## src/rtl/i2s_clkws_pkg.sv

```systemverilog
// Shared types, default widths and helpers for the multi-source I2S SCK/WS generator.
package i2s_clkws_pkg;

  typedef enum logic [1:0] {
    WS_WORD = 2'b00,
    WS_TDM  = 2'b01
  } ws_mode_e;

  localparam int DEF_DIV_W  = 16;
  localparam int DEF_SIZE_W = 5;
  localparam int DEF_NUM_W  = 3;

  // Source-select width: wide enough to index any generator or pad pair, never zero.
  function automatic int sel_w(input int num_gen, input int num_port);
    int m;
    m = (num_gen > num_port) ? num_gen : num_port;
    return (m <= 2) ? 1 : $clog2(m);
  endfunction

endpackage

```

## src/rtl/i2s_sck_ws_core.sv

```systemverilog
// One divider-based SCK/WS generator: half-period divider, bit/word counters,
// WORD or TDM word-select and a frame-start strobe, all registered in clk_sys.
module i2s_sck_ws_core
  import i2s_clkws_pkg::*;
#(
  parameter int DIV_W  = DEF_DIV_W,
  parameter int SIZE_W = DEF_SIZE_W,
  parameter int NUM_W  = DEF_NUM_W
) (
  input  logic              clk_sys,
  input  logic              rst_b,
  input  logic              active,
  input  logic [DIV_W-1:0]  cfg_div,
  input  logic [SIZE_W-1:0] cfg_size,
  input  logic [NUM_W-1:0]  cfg_num,
  input  logic [1:0]        cfg_ws_mode,
  output logic              sck,
  output logic              ws,
  output logic              rise,
  output logic              fall,
  output logic              frame_start
);

  logic              running;
  logic [DIV_W-1:0]  cnt;
  logic [DIV_W-1:0]  div_q;
  logic [DIV_W-1:0]  div_eff;
  logic [SIZE_W-1:0] bit_cnt;
  logic [SIZE_W-1:0] size_q;
  logic [SIZE_W-1:0] size_eff;
  logic [SIZE_W-1:0] bit_nxt;
  logic [NUM_W-1:0]  word_cnt;
  logic [NUM_W-1:0]  num_q;
  logic [NUM_W-1:0]  num_eff;
  logic [NUM_W-1:0]  word_nxt;
  logic              wrap;
  logic              bit_wrap;
  logic              word_wrap;
  logic              frame_wrap;
  logic              last_bit;

  // Until the first active cycle has latched the config, use the live inputs so
  // that the first half-period after (re)enable is already div+1 cycles long.
  always_comb begin
    div_eff    = running ? div_q  : cfg_div;
    size_eff   = running ? size_q : cfg_size;
    num_eff    = running ? num_q  : cfg_num;
    wrap       = (cnt == div_eff);
    bit_wrap   = (bit_cnt == size_eff);
    word_wrap  = (word_cnt == num_eff);
    frame_wrap = bit_wrap & word_wrap;
    bit_nxt    = bit_wrap ? '0 : bit_cnt + 1'b1;
    word_nxt   = word_cnt;
    if (bit_wrap) begin
      word_nxt = word_wrap ? '0 : word_cnt + 1'b1;
    end
    last_bit   = (bit_nxt == size_eff) && (word_nxt == num_eff);
  end

  always_ff @(posedge clk_sys) begin
    if (!rst_b || !active) begin
      running     <= 1'b0;
      cnt         <= '0;
      div_q       <= '0;
      size_q      <= '0;
      num_q       <= '0;
      bit_cnt     <= '0;
      word_cnt    <= '0;
      sck         <= 1'b0;
      ws          <= 1'b0;
      rise        <= 1'b0;
      fall        <= 1'b0;
      frame_start <= 1'b0;
    end else begin
      running     <= 1'b1;
      rise        <= 1'b0;
      fall        <= 1'b0;
      frame_start <= 1'b0;
      if (!running) begin
        div_q  <= cfg_div;
        size_q <= cfg_size;
        num_q  <= cfg_num;
      end
      if (wrap) begin
        cnt   <= '0;
        sck   <= ~sck;
        div_q <= cfg_div;
        rise  <= ~sck;
        fall  <= sck;
        if (sck) begin
          bit_cnt     <= bit_nxt;
          word_cnt    <= word_nxt;
          frame_start <= frame_wrap;
          if (frame_wrap) begin
            size_q <= cfg_size;
            num_q  <= cfg_num;
          end
          // Reserved modes fall back to per-word toggling.
          if (cfg_ws_mode == WS_TDM) begin
            ws <= last_bit;
          end else if (bit_wrap) begin
            ws <= ~ws;
          end
        end
      end else begin
        cnt <= cnt + 1'b1;
      end
    end
  end

endmodule

```

## src/rtl/i2s_clkws_gen_multi.sv

```systemverilog
// NUM_GEN internal SCK/WS generators and NUM_PORT I2S ports; each port registers
// either a generator or a synchronised pad pair. No clocks are gated or muxed.
module i2s_clkws_gen_multi
  import i2s_clkws_pkg::*;
#(
  parameter int NUM_GEN     = 2,
  parameter int NUM_PORT    = 2,
  parameter int DIV_W       = DEF_DIV_W,
  parameter int SIZE_W      = DEF_SIZE_W,
  parameter int NUM_W       = DEF_NUM_W,
  parameter int SYNC_STAGES = 2,
  parameter int SEL_W       = sel_w(NUM_GEN, NUM_PORT)
) (
  input  logic                       clk_i,
  input  logic                       rstn_i,
  input  logic [NUM_GEN-1:0]         cfg_en_i,
  input  logic [NUM_GEN*DIV_W-1:0]   cfg_div_i,
  input  logic [NUM_GEN*SIZE_W-1:0]  cfg_word_size_i,
  input  logic [NUM_GEN*NUM_W-1:0]   cfg_word_num_i,
  input  logic [NUM_GEN*2-1:0]       cfg_ws_mode_i,
  input  logic [NUM_PORT-1:0]        port_en_i,
  input  logic [NUM_PORT*SEL_W-1:0]  port_sel_num_i,
  input  logic [NUM_PORT-1:0]        port_sel_ext_i,
  input  logic [NUM_PORT-1:0]        pad_sck_i,
  input  logic [NUM_PORT-1:0]        pad_ws_i,
  output logic [NUM_PORT-1:0]        pad_sck_o,
  output logic [NUM_PORT-1:0]        pad_ws_o,
  output logic [NUM_PORT-1:0]        pad_oe_o,
  output logic [NUM_PORT-1:0]        port_sck_o,
  output logic [NUM_PORT-1:0]        port_ws_o,
  output logic [NUM_PORT-1:0]        port_rise_o,
  output logic [NUM_PORT-1:0]        port_fall_o,
  output logic [NUM_GEN-1:0]         gen_frame_start_o
);

  logic [NUM_GEN-1:0]                    gen_active;
  logic [NUM_GEN-1:0]                    gen_sck;
  logic [NUM_GEN-1:0]                    gen_ws;
  logic [NUM_GEN-1:0]                    gen_rise;
  logic [NUM_GEN-1:0]                    gen_fall;
  logic [NUM_PORT-1:0][SYNC_STAGES-1:0]  sck_sr;
  logic [NUM_PORT-1:0][SYNC_STAGES-1:0]  ws_sr;
  logic [NUM_PORT-1:0]                   sck_hist;
  logic [NUM_PORT-1:0]                   ext_sck;
  logic [NUM_PORT-1:0]                   ext_ws;
  logic [NUM_PORT-1:0]                   ext_rise;
  logic [NUM_PORT-1:0]                   ext_fall;
  logic [NUM_PORT-1:0]                   mux_sck;
  logic [NUM_PORT-1:0]                   mux_ws;
  logic [NUM_PORT-1:0]                   mux_rise;
  logic [NUM_PORT-1:0]                   mux_fall;

  // A generator only runs while some enabled internal port is listening to it.
  always_comb begin
    gen_active = '0;
    for (int p = 0; p < NUM_PORT; p++) begin
      for (int g = 0; g < NUM_GEN; g++) begin
        if (port_en_i[p] && !port_sel_ext_i[p] &&
            (port_sel_num_i[p*SEL_W +: SEL_W] == SEL_W'(g))) begin
          gen_active[g] = 1'b1;
        end
      end
    end
    gen_active = gen_active & cfg_en_i;
  end

  for (genvar g = 0; g < NUM_GEN; g++) begin : g_core
    i2s_sck_ws_core #(
      .DIV_W  (DIV_W),
      .SIZE_W (SIZE_W),
      .NUM_W  (NUM_W)
    ) u_core (
      .clk_sys     (clk_i),
      .rst_b       (rstn_i),
      .active      (gen_active[g]),
      .cfg_div     (cfg_div_i[g*DIV_W +: DIV_W]),
      .cfg_size    (cfg_word_size_i[g*SIZE_W +: SIZE_W]),
      .cfg_num     (cfg_word_num_i[g*NUM_W +: NUM_W]),
      .cfg_ws_mode (cfg_ws_mode_i[g*2 +: 2]),
      .sck         (gen_sck[g]),
      .ws          (gen_ws[g]),
      .rise        (gen_rise[g]),
      .fall        (gen_fall[g]),
      .frame_start (gen_frame_start_o[g])
    );
  end

  // WS uses the same synchroniser depth as SCK so their relative timing survives.
  always_ff @(posedge clk_i) begin
    if (!rstn_i) begin
      sck_sr   <= '0;
      ws_sr    <= '0;
      sck_hist <= '0;
    end else begin
      for (int p = 0; p < NUM_PORT; p++) begin
        sck_sr[p]   <= {sck_sr[p][SYNC_STAGES-2:0], pad_sck_i[p]};
        ws_sr[p]    <= {ws_sr[p][SYNC_STAGES-2:0], pad_ws_i[p]};
        sck_hist[p] <= sck_sr[p][SYNC_STAGES-1];
      end
    end
  end

  always_comb begin
    for (int p = 0; p < NUM_PORT; p++) begin
      ext_sck[p] = sck_sr[p][SYNC_STAGES-1];
      ext_ws[p]  = ws_sr[p][SYNC_STAGES-1];
    end
    ext_rise = ext_sck & ~sck_hist;
    ext_fall = ~ext_sck & sck_hist;
  end

  // Select that matches no source leaves the port at 0.
  always_comb begin
    mux_sck  = '0;
    mux_ws   = '0;
    mux_rise = '0;
    mux_fall = '0;
    for (int p = 0; p < NUM_PORT; p++) begin
      if (!port_sel_ext_i[p]) begin
        for (int g = 0; g < NUM_GEN; g++) begin
          if (port_sel_num_i[p*SEL_W +: SEL_W] == SEL_W'(g)) begin
            mux_sck[p]  = gen_sck[g];
            mux_ws[p]   = gen_ws[g];
            mux_rise[p] = gen_rise[g];
            mux_fall[p] = gen_fall[g];
          end
        end
      end else begin
        for (int q = 0; q < NUM_PORT; q++) begin
          if (port_sel_num_i[p*SEL_W +: SEL_W] == SEL_W'(q)) begin
            mux_sck[p]  = ext_sck[q];
            mux_ws[p]   = ext_ws[q];
            mux_rise[p] = ext_rise[q];
            mux_fall[p] = ext_fall[q];
          end
        end
      end
    end
  end

  always_ff @(posedge clk_i) begin
    if (!rstn_i) begin
      port_sck_o  <= '0;
      port_ws_o   <= '0;
      port_rise_o <= '0;
      port_fall_o <= '0;
      pad_oe_o    <= '0;
    end else begin
      port_sck_o  <= port_en_i & mux_sck;
      port_ws_o   <= port_en_i & mux_ws;
      port_rise_o <= port_en_i & mux_rise;
      port_fall_o <= port_en_i & mux_fall;
      pad_oe_o    <= port_en_i & ~port_sel_ext_i;
    end
  end

  assign pad_sck_o = port_sck_o;
  assign pad_ws_o  = port_ws_o;

endmodule

```

## config.mk

```make
export PLATFORM = sky130hd
export DESIGN_NAME = i2s_clkws_gen_multi
export DESIGN_NICKNAME = d
export VERILOG_FILES = /design/src/rtl/i2s_clkws_pkg.sv /design/src/rtl/i2s_sck_ws_core.sv /design/src/rtl/i2s_clkws_gen_multi.sv
export SDC_FILE = /design/constraint.sdc
export NUM_CORES = 1
export LEC_CHECK = 0
export ABC_AREA = 1
export CORE_MARGIN = 5
export CORE_UTILIZATION = 60
export DETAILED_ROUTE_END_ITERATION = 10
export GPL_TIMING_DRIVEN = 0
export PLACE_DENSITY = 0.85
export SLEW_MARGIN = 15
export SYNTH_ARGS = -nofsm -noshare
export SYNTH_HDL_FRONTEND = slang
export SYNTH_SLANG_ARGS = --single-unit
```

## constraint.sdc

```tcl
create_clock -name clk_i -period 3 [get_ports clk_i]
set_input_delay 0.75 -clock clk_i [delete_from_list [all_inputs] [get_ports clk_i]]
set_output_delay 0.75 -clock clk_i [all_outputs]
set_load 0.03 [all_outputs]
```

-- Yosys cells after proc, flatten, opt, wreduce, memory -nomap -nowiden
Index checks and enable logic that the tools add are counted.
- add/subtract/negate cells: 6
- eq/ne operators: 12
- muxes and demuxes: 60
- bitwise operators: 21
- reduce and logical (&&, ||, !) cells: 27
- operator list (operator ; count):
    2-to-1 mux 16 bit ; 4
    2-to-1 mux 5 bit ; 10
    2-to-1 mux 3 bit ; 12
    2-to-1 mux 1 bit ; 34
    adder 16 x 1 -> 16 bit, second input constant ; 2
    == test 16 bit ; 2
    == test 5 bit ; 4
    bitwise AND 2 bit ; 8
    == test 3 bit ; 4
    adder 5 x 1 -> 5 bit, second input constant ; 2
    logical AND 1 bit ; 8
    inverter 1 bit ; 8
    OR reduction 2 bit ; 4
    adder 3 x 1 -> 3 bit, second input constant ; 2
    inverter 2 bit ; 3
    AND reduction 3 bit ; 2
    OR reduction 3 bit ; 2
    zero test 1 bit ; 5
    == test 2 x 1 -> 1 bit, second input constant ; 2
    AND reduction 2 bit ; 2
    nonzero test 2 bit ; 2
    bitwise AND 1 bit ; 2
    logical OR 1 bit ; 2
- flip-flop bits (word level): 128
- input bits: 66
- output and inout port bits: 16
- logic and storage cells: 160

-- Longest topological paths before layout
- depth in word-level cells: 9
- mapped depth: 18
- mapped depth without buffers: 17

-- Hierarchy
From an unflattened synthesis, not the netlist that was laid out.
- cell total of the unflattened synthesis: 1057
- area total of the unflattened synthesis: 7148.1 um2
- by module, submodules not included (module ; times used ; cells each ; area an instance (um2) ; sequential area each (um2)):
    i2s_sck_ws_core at g_core[1].u_core ; 1 ; 461 ; 3078.0 ; 1081.0
    i2s_sck_ws_core at g_core[0].u_core ; 1 ; 455 ; 3072.9 ; 1081.0
    i2s_clkws_gen_multi ; 1 ; 141 ; 997.2 ; 400.4

-- Least setup slack after synthesis
No wires, ideal clock.
- kind: input to register
- start: input port_sel_ext_i[0]
- end: register g_core[1].u_core.div_q[10]
- library setup time: 0.069 ns
- arrival: 1.995 ns
- required time: 2.931 ns
- slack: 0.936 ns
- stages: 10
- buffers on the path: 3
- cells stage by stage: clkbuf_1 -> inv_1 -> nand2_1 -> o22ai_1 -> nand3_1 -> inv_1 -> buf_2 -> buf_1 -> nand3_1 -> o21ai_1
- longest elaborated chain between the ends: 8
- ends and longest elaborated chain (item ; line ; source):
    from (decl) ; i2s_clkws_gen_multi.sv:23 ; input logic [NUM_PORT-1:0] port_sel_ext_i,
    zero test 1 bit ; n/a ;
    logical AND 1 bit (2 in a row) ; i2s_clkws_gen_multi.sv:58 ; if (port_en_i[p] && !port_sel_ext_i[p] &&
    2-to-1 mux 1 bit (2 in a row) ; i2s_clkws_gen_multi.sv:58 ;
    bitwise AND 2 bit ; i2s_clkws_gen_multi.sv:64 ; gen_active = gen_active & cfg_en_i;
    zero test 1 bit ; i2s_sck_ws_core.sv:61 ; if (!rst_b || !active) begin
    logical OR 1 bit ; i2s_sck_ws_core.sv:61 ;
    to (signal assigned) ; i2s_sck_ws_core.sv:80 ; div_q <= cfg_div;
    to (signal assigned) ; i2s_sck_ws_core.sv:87 ; div_q <= cfg_div;
    to (decl) ; i2s_sck_ws_core.sv:26 ; logic [DIV_W-1:0] div_q;
Every way passes these cells.
A chain may end at the register's enable or synchronous reset.

-- Worst setup path in the final report
- start: input cfg_div_i[13]
- end: register g_core[0].u_core.div_q[4]
- longest elaborated chain between the ends: 3
- ends and longest elaborated chain (item ; line ; source):
    from (decl) ; i2s_clkws_gen_multi.sv:17 ; input logic [NUM_GEN*DIV_W-1:0] cfg_div_i,
    2-to-1 mux 16 bit ; n/a ;
    == test 16 bit ; i2s_sck_ws_core.sv:48 ; wrap = (cnt == div_eff);
    2-to-1 mux 16 bit ; i2s_sck_ws_core.sv:84 ; if (wrap) begin
    to (signal assigned) ; i2s_sck_ws_core.sv:80 ;
    to (signal assigned) ; i2s_sck_ws_core.sv:87 ;
    to (decl) ; i2s_sck_ws_core.sv:26 ;
Every way passes these cells.

==> impl_metrics.toml <==
[critical_path]
path_cells = "clkdlybuf4s50_1 > inv_1 > o21ai_0 > xor2_1 > inv_1 > nand2_1 > nor3_2 > nand2_1 > nor2_8 > nand2_2 > buf_2 > o22ai_1"
cp.arrival_ps = 2890
cp-end-kind = "register"
worst-r2r-cell-count = 12
critical_path.startpoint_type = "input port"
critical_path.top_delay_family = "buffers and inverters"
critical_path_peak_fanout = 10
combined_buffer_and_inverter_count_along_the_critical_path = 4
worst-endpoint-required_ps = 3340
crit_type = "in2reg"
critPathMaxStageDelay_ps = 460
reg2reg_end = "g_core[1].u_core.size_q[4]"
setup.reg_to_reg.worst_slack_ps = 690
worst_path_slowest_cell = "clkdlybuf4s50_1"
crit-reg2reg-launch = "g_core[1].u_core.running"

[layout]
num-nets-final = 1206
drive_gt1_share_pct = 7.93
layout.filler_cells = 872
synthToLayoutAreaGrowth_pct = 23.2
final-seq-area_sq_um = 2560
antennaDiodeCount = 0
post-route-cell-area_sq_um = 8490
multi_input_comb_area_sq_um = 3470

[hold_path]
hold-path-cell-count = 2
hold_path.startpoint = "ws_sr[2]"
whs_endpoint = "ext_ws[1]"
worst_hold_path_type = "reg2reg"

[drt]
detailed_router_iteration_count_before_antenna_repair = 6
route.vias.total = 6812
overall_routed_net_length_mm = 17.6
vias_per_cell = 5.28
final_antenna_net_count = 0
drt_drc_violations_left = 0
avgRoutedWirePerCell_microns = 13.6
drt_first_iter_violations = 502

[floorplan]
floorplan.initialDensity_pct = 60.9
floorplan.die.height_microns = 117
floorplan.io_pins = 82
floorplan.die_area_sq_um = 13700
count_of_standard_cell_rows = 39
die_width_microns = 117
core_region_area_sq_um = 11300

[place]
routabilityCongestion = 0.940
preCtsSetupSlack_ps = 95.9
hpwl_mm = 12.6
port-buffer-count = 79
placed_area_sq_um = 7860

[synth]
ys_ff_latch = 128
synth_warnings = 0
netlist_instances = 1036
ys_types = 36
synthMostInstantiatedCell = "nand2_1"
yosysTopAreaCellShare_pct = 37.2
synth-seq-area-share_pct = 37.2
synth.largest_area_cell = "dfxtp_1"
post_synth.cell_area_avg_sq_um = 6.65
post_synth_most_frequent_cells = "nand2_1 (284), inv_1 (149), dfxtp_1 (128), nor2_1 (104), nand3_1 (86)"
synth_area_leaders = "dfxtp_1 (37%), nand2_1 (15%), inv_1 (8.1%)"
synth_enable_flop_cells = 0
dominantRegCellSynth = "dfxtp_1"
syn-cell-area_sq_um = 6890
synth_async_sr_flop_share_pct = 0
synthesis.nets = 1108

[job]
cap_violations = 0

[grt]
grtUsageTotal_pct = 26.6
via_count_of_the_first_global_routing_pass = 6495
grt_first_pass_wirelength_mm = 29.0
grt_antenna_before_repair = 0
grt_overflow_total = 0
grt_start_max_net_pins = 17

[clock_tree]
clk_transition_reported_paths_ps = 50
clkLatencyLatePin_ps = 420
ctsResizeCount = 0
cts.sinks = 128
ctsRootBufferMaster = "clkbuf_16"
post_cts_hold_buffer_count = 0
postCtsSetupRepairBufs = 0
h_tree_level_count = 4
cts_tree = "done"
numCtsBuffers = 17
cts_buffer_depth = 2

[sta]
worst-slew-pin-transition_ps = 577
rsz0062_at_grt = "false"
report.final.slew_viol_count = 0
finalHoldViolations = 0
final.setup.worst_slack_ps = 446
fin_crit_ps = 2550
post-route-period-util_pct = 85.1
final-setup-viol-count = 0
finalClockSkew_ps = 8.78
relSlewSlack_pct = 61.5
achievable-frequency_mhz = 392
worst_hold_slack_ps = 414
setup_tns_ps = 0

[status]
status = "complete, no violations"

[power]
static_leakage_power_nw = 3.84
power.density_cell_area_nw_per_um2 = 506
max-vdd-ir-drop_uv = 636
power by group:
part | total, mW | internal, mW | switching, mW
registers | 1.73 | 1.72 | 0.00915
clock network | 2.18 | 1.41 | 0.769
logic | 0.389 | 0.171 | 0.218
total | 4.30 | 3.30 | 0.996
state kept, by name, summed over array words and instances (netlist names), 6 cells and up:
name,cells
g_core.u_core.word_cnt,6
g_core.u_core.cnt,32
g_core.u_core.size_q,10
g_core.u_core.div_q,32
g_core.u_core.bit_cnt,10
g_core.u_core.num_q,6
metal layers:
metal | track usage (%) | up-vias | wire length, microns
li1 | - | 3460 | -
met1 | 33.9 | 3073 | 7780
met2 | 43.5 | 237 | 8320
met3 | 5.19 | 42 | 1010
met4 | 11.9 | 0 | 451
met5 | 0 | - | 0
layout make-up:
cell class	count	share of cell area, %
Sequential cell	128	30.2
Clock buffer	18	5.17
Clock inverter	14	2.24
Multi-Input combinational cell	713	40.8
Buffer	41	3.36
Tap cell	143	2.11
Inverter	154	6.81
Timing Repair Buffer	79	9.31
cells by family (layout without fill, tap and decap cells):
family / Yosys count / in the layout / synth area share, %
simple gates: 519 / 519 / 32.1
buf+inv: 195 / 306 / 12.5
compound gates: 145 / 145 / 11.7
flops: 128 / 128 / 37.2
fa+ha+maj: 6 / 6 / 1.09
xor+xnor: 43 / 43 / 5.46
placed cells by master, fill, tap and decap left out, drive strengths merged:
cell type,instances
a211oi,4
a21oi,32
a221oi,2
a31oi,2
buf,34
bufinv,4
clkbuf,25
clkdlybuf4s50,79
clkinv,5
clkinvlp,5
dfxtp,128
ha,6
inv,154
nand2,291
nand3,87
nand3b,3
nand4,6
nor2,106
nor3,19
nor3b,4
nor4,1
o211ai,2
o21ai,84
o21bai,3
o22ai,16
or2,2
xnor2,9
xor2,34
worst min-delay path: stages (launching register included):
cell and delay [ps]:
dfxtp_1 300, nand2_1 50, inv_1 40
per-stage QoR:
step / total power [mW] / utilization (%) / cells
floorplan: 1.99 / - / 1036
finish: 4.30 / 75.0 / 1290
global placement: 2.14 / 69.4 / 1258
global route: 4.44 / 75.0 / 1290
CTS: 4.31 / 75.0 / 1290
detailed placement: 2.15 / 69.4 / 1258
worst max path at each step:
stage | to | depth (start not counted) | slack (ps) | from
final | g_core[0].u_core.div_q[4] | 12 | 450 | cfg_div_i[13]
after global routing | g_core[1].u_core.word_cnt[2] | 12 | 270 | cfg_div_i[29]
after floorplan | g_core[1].u_core.div_q[10] | 10 | 940 | port_sel_ext_i[0]
after global placement | g_core[1].u_core.size_q[0] | 9 | 170 | port_sel_num_i[0]
after detailed placement | g_core[1].u_core.size_q[4] | 12 | 100 | cfg_div_i[29]
after CTS | g_core[0].u_core.div_q[4] | 12 | 450 | cfg_div_i[13]
Power figures use the tool's default switching activity.
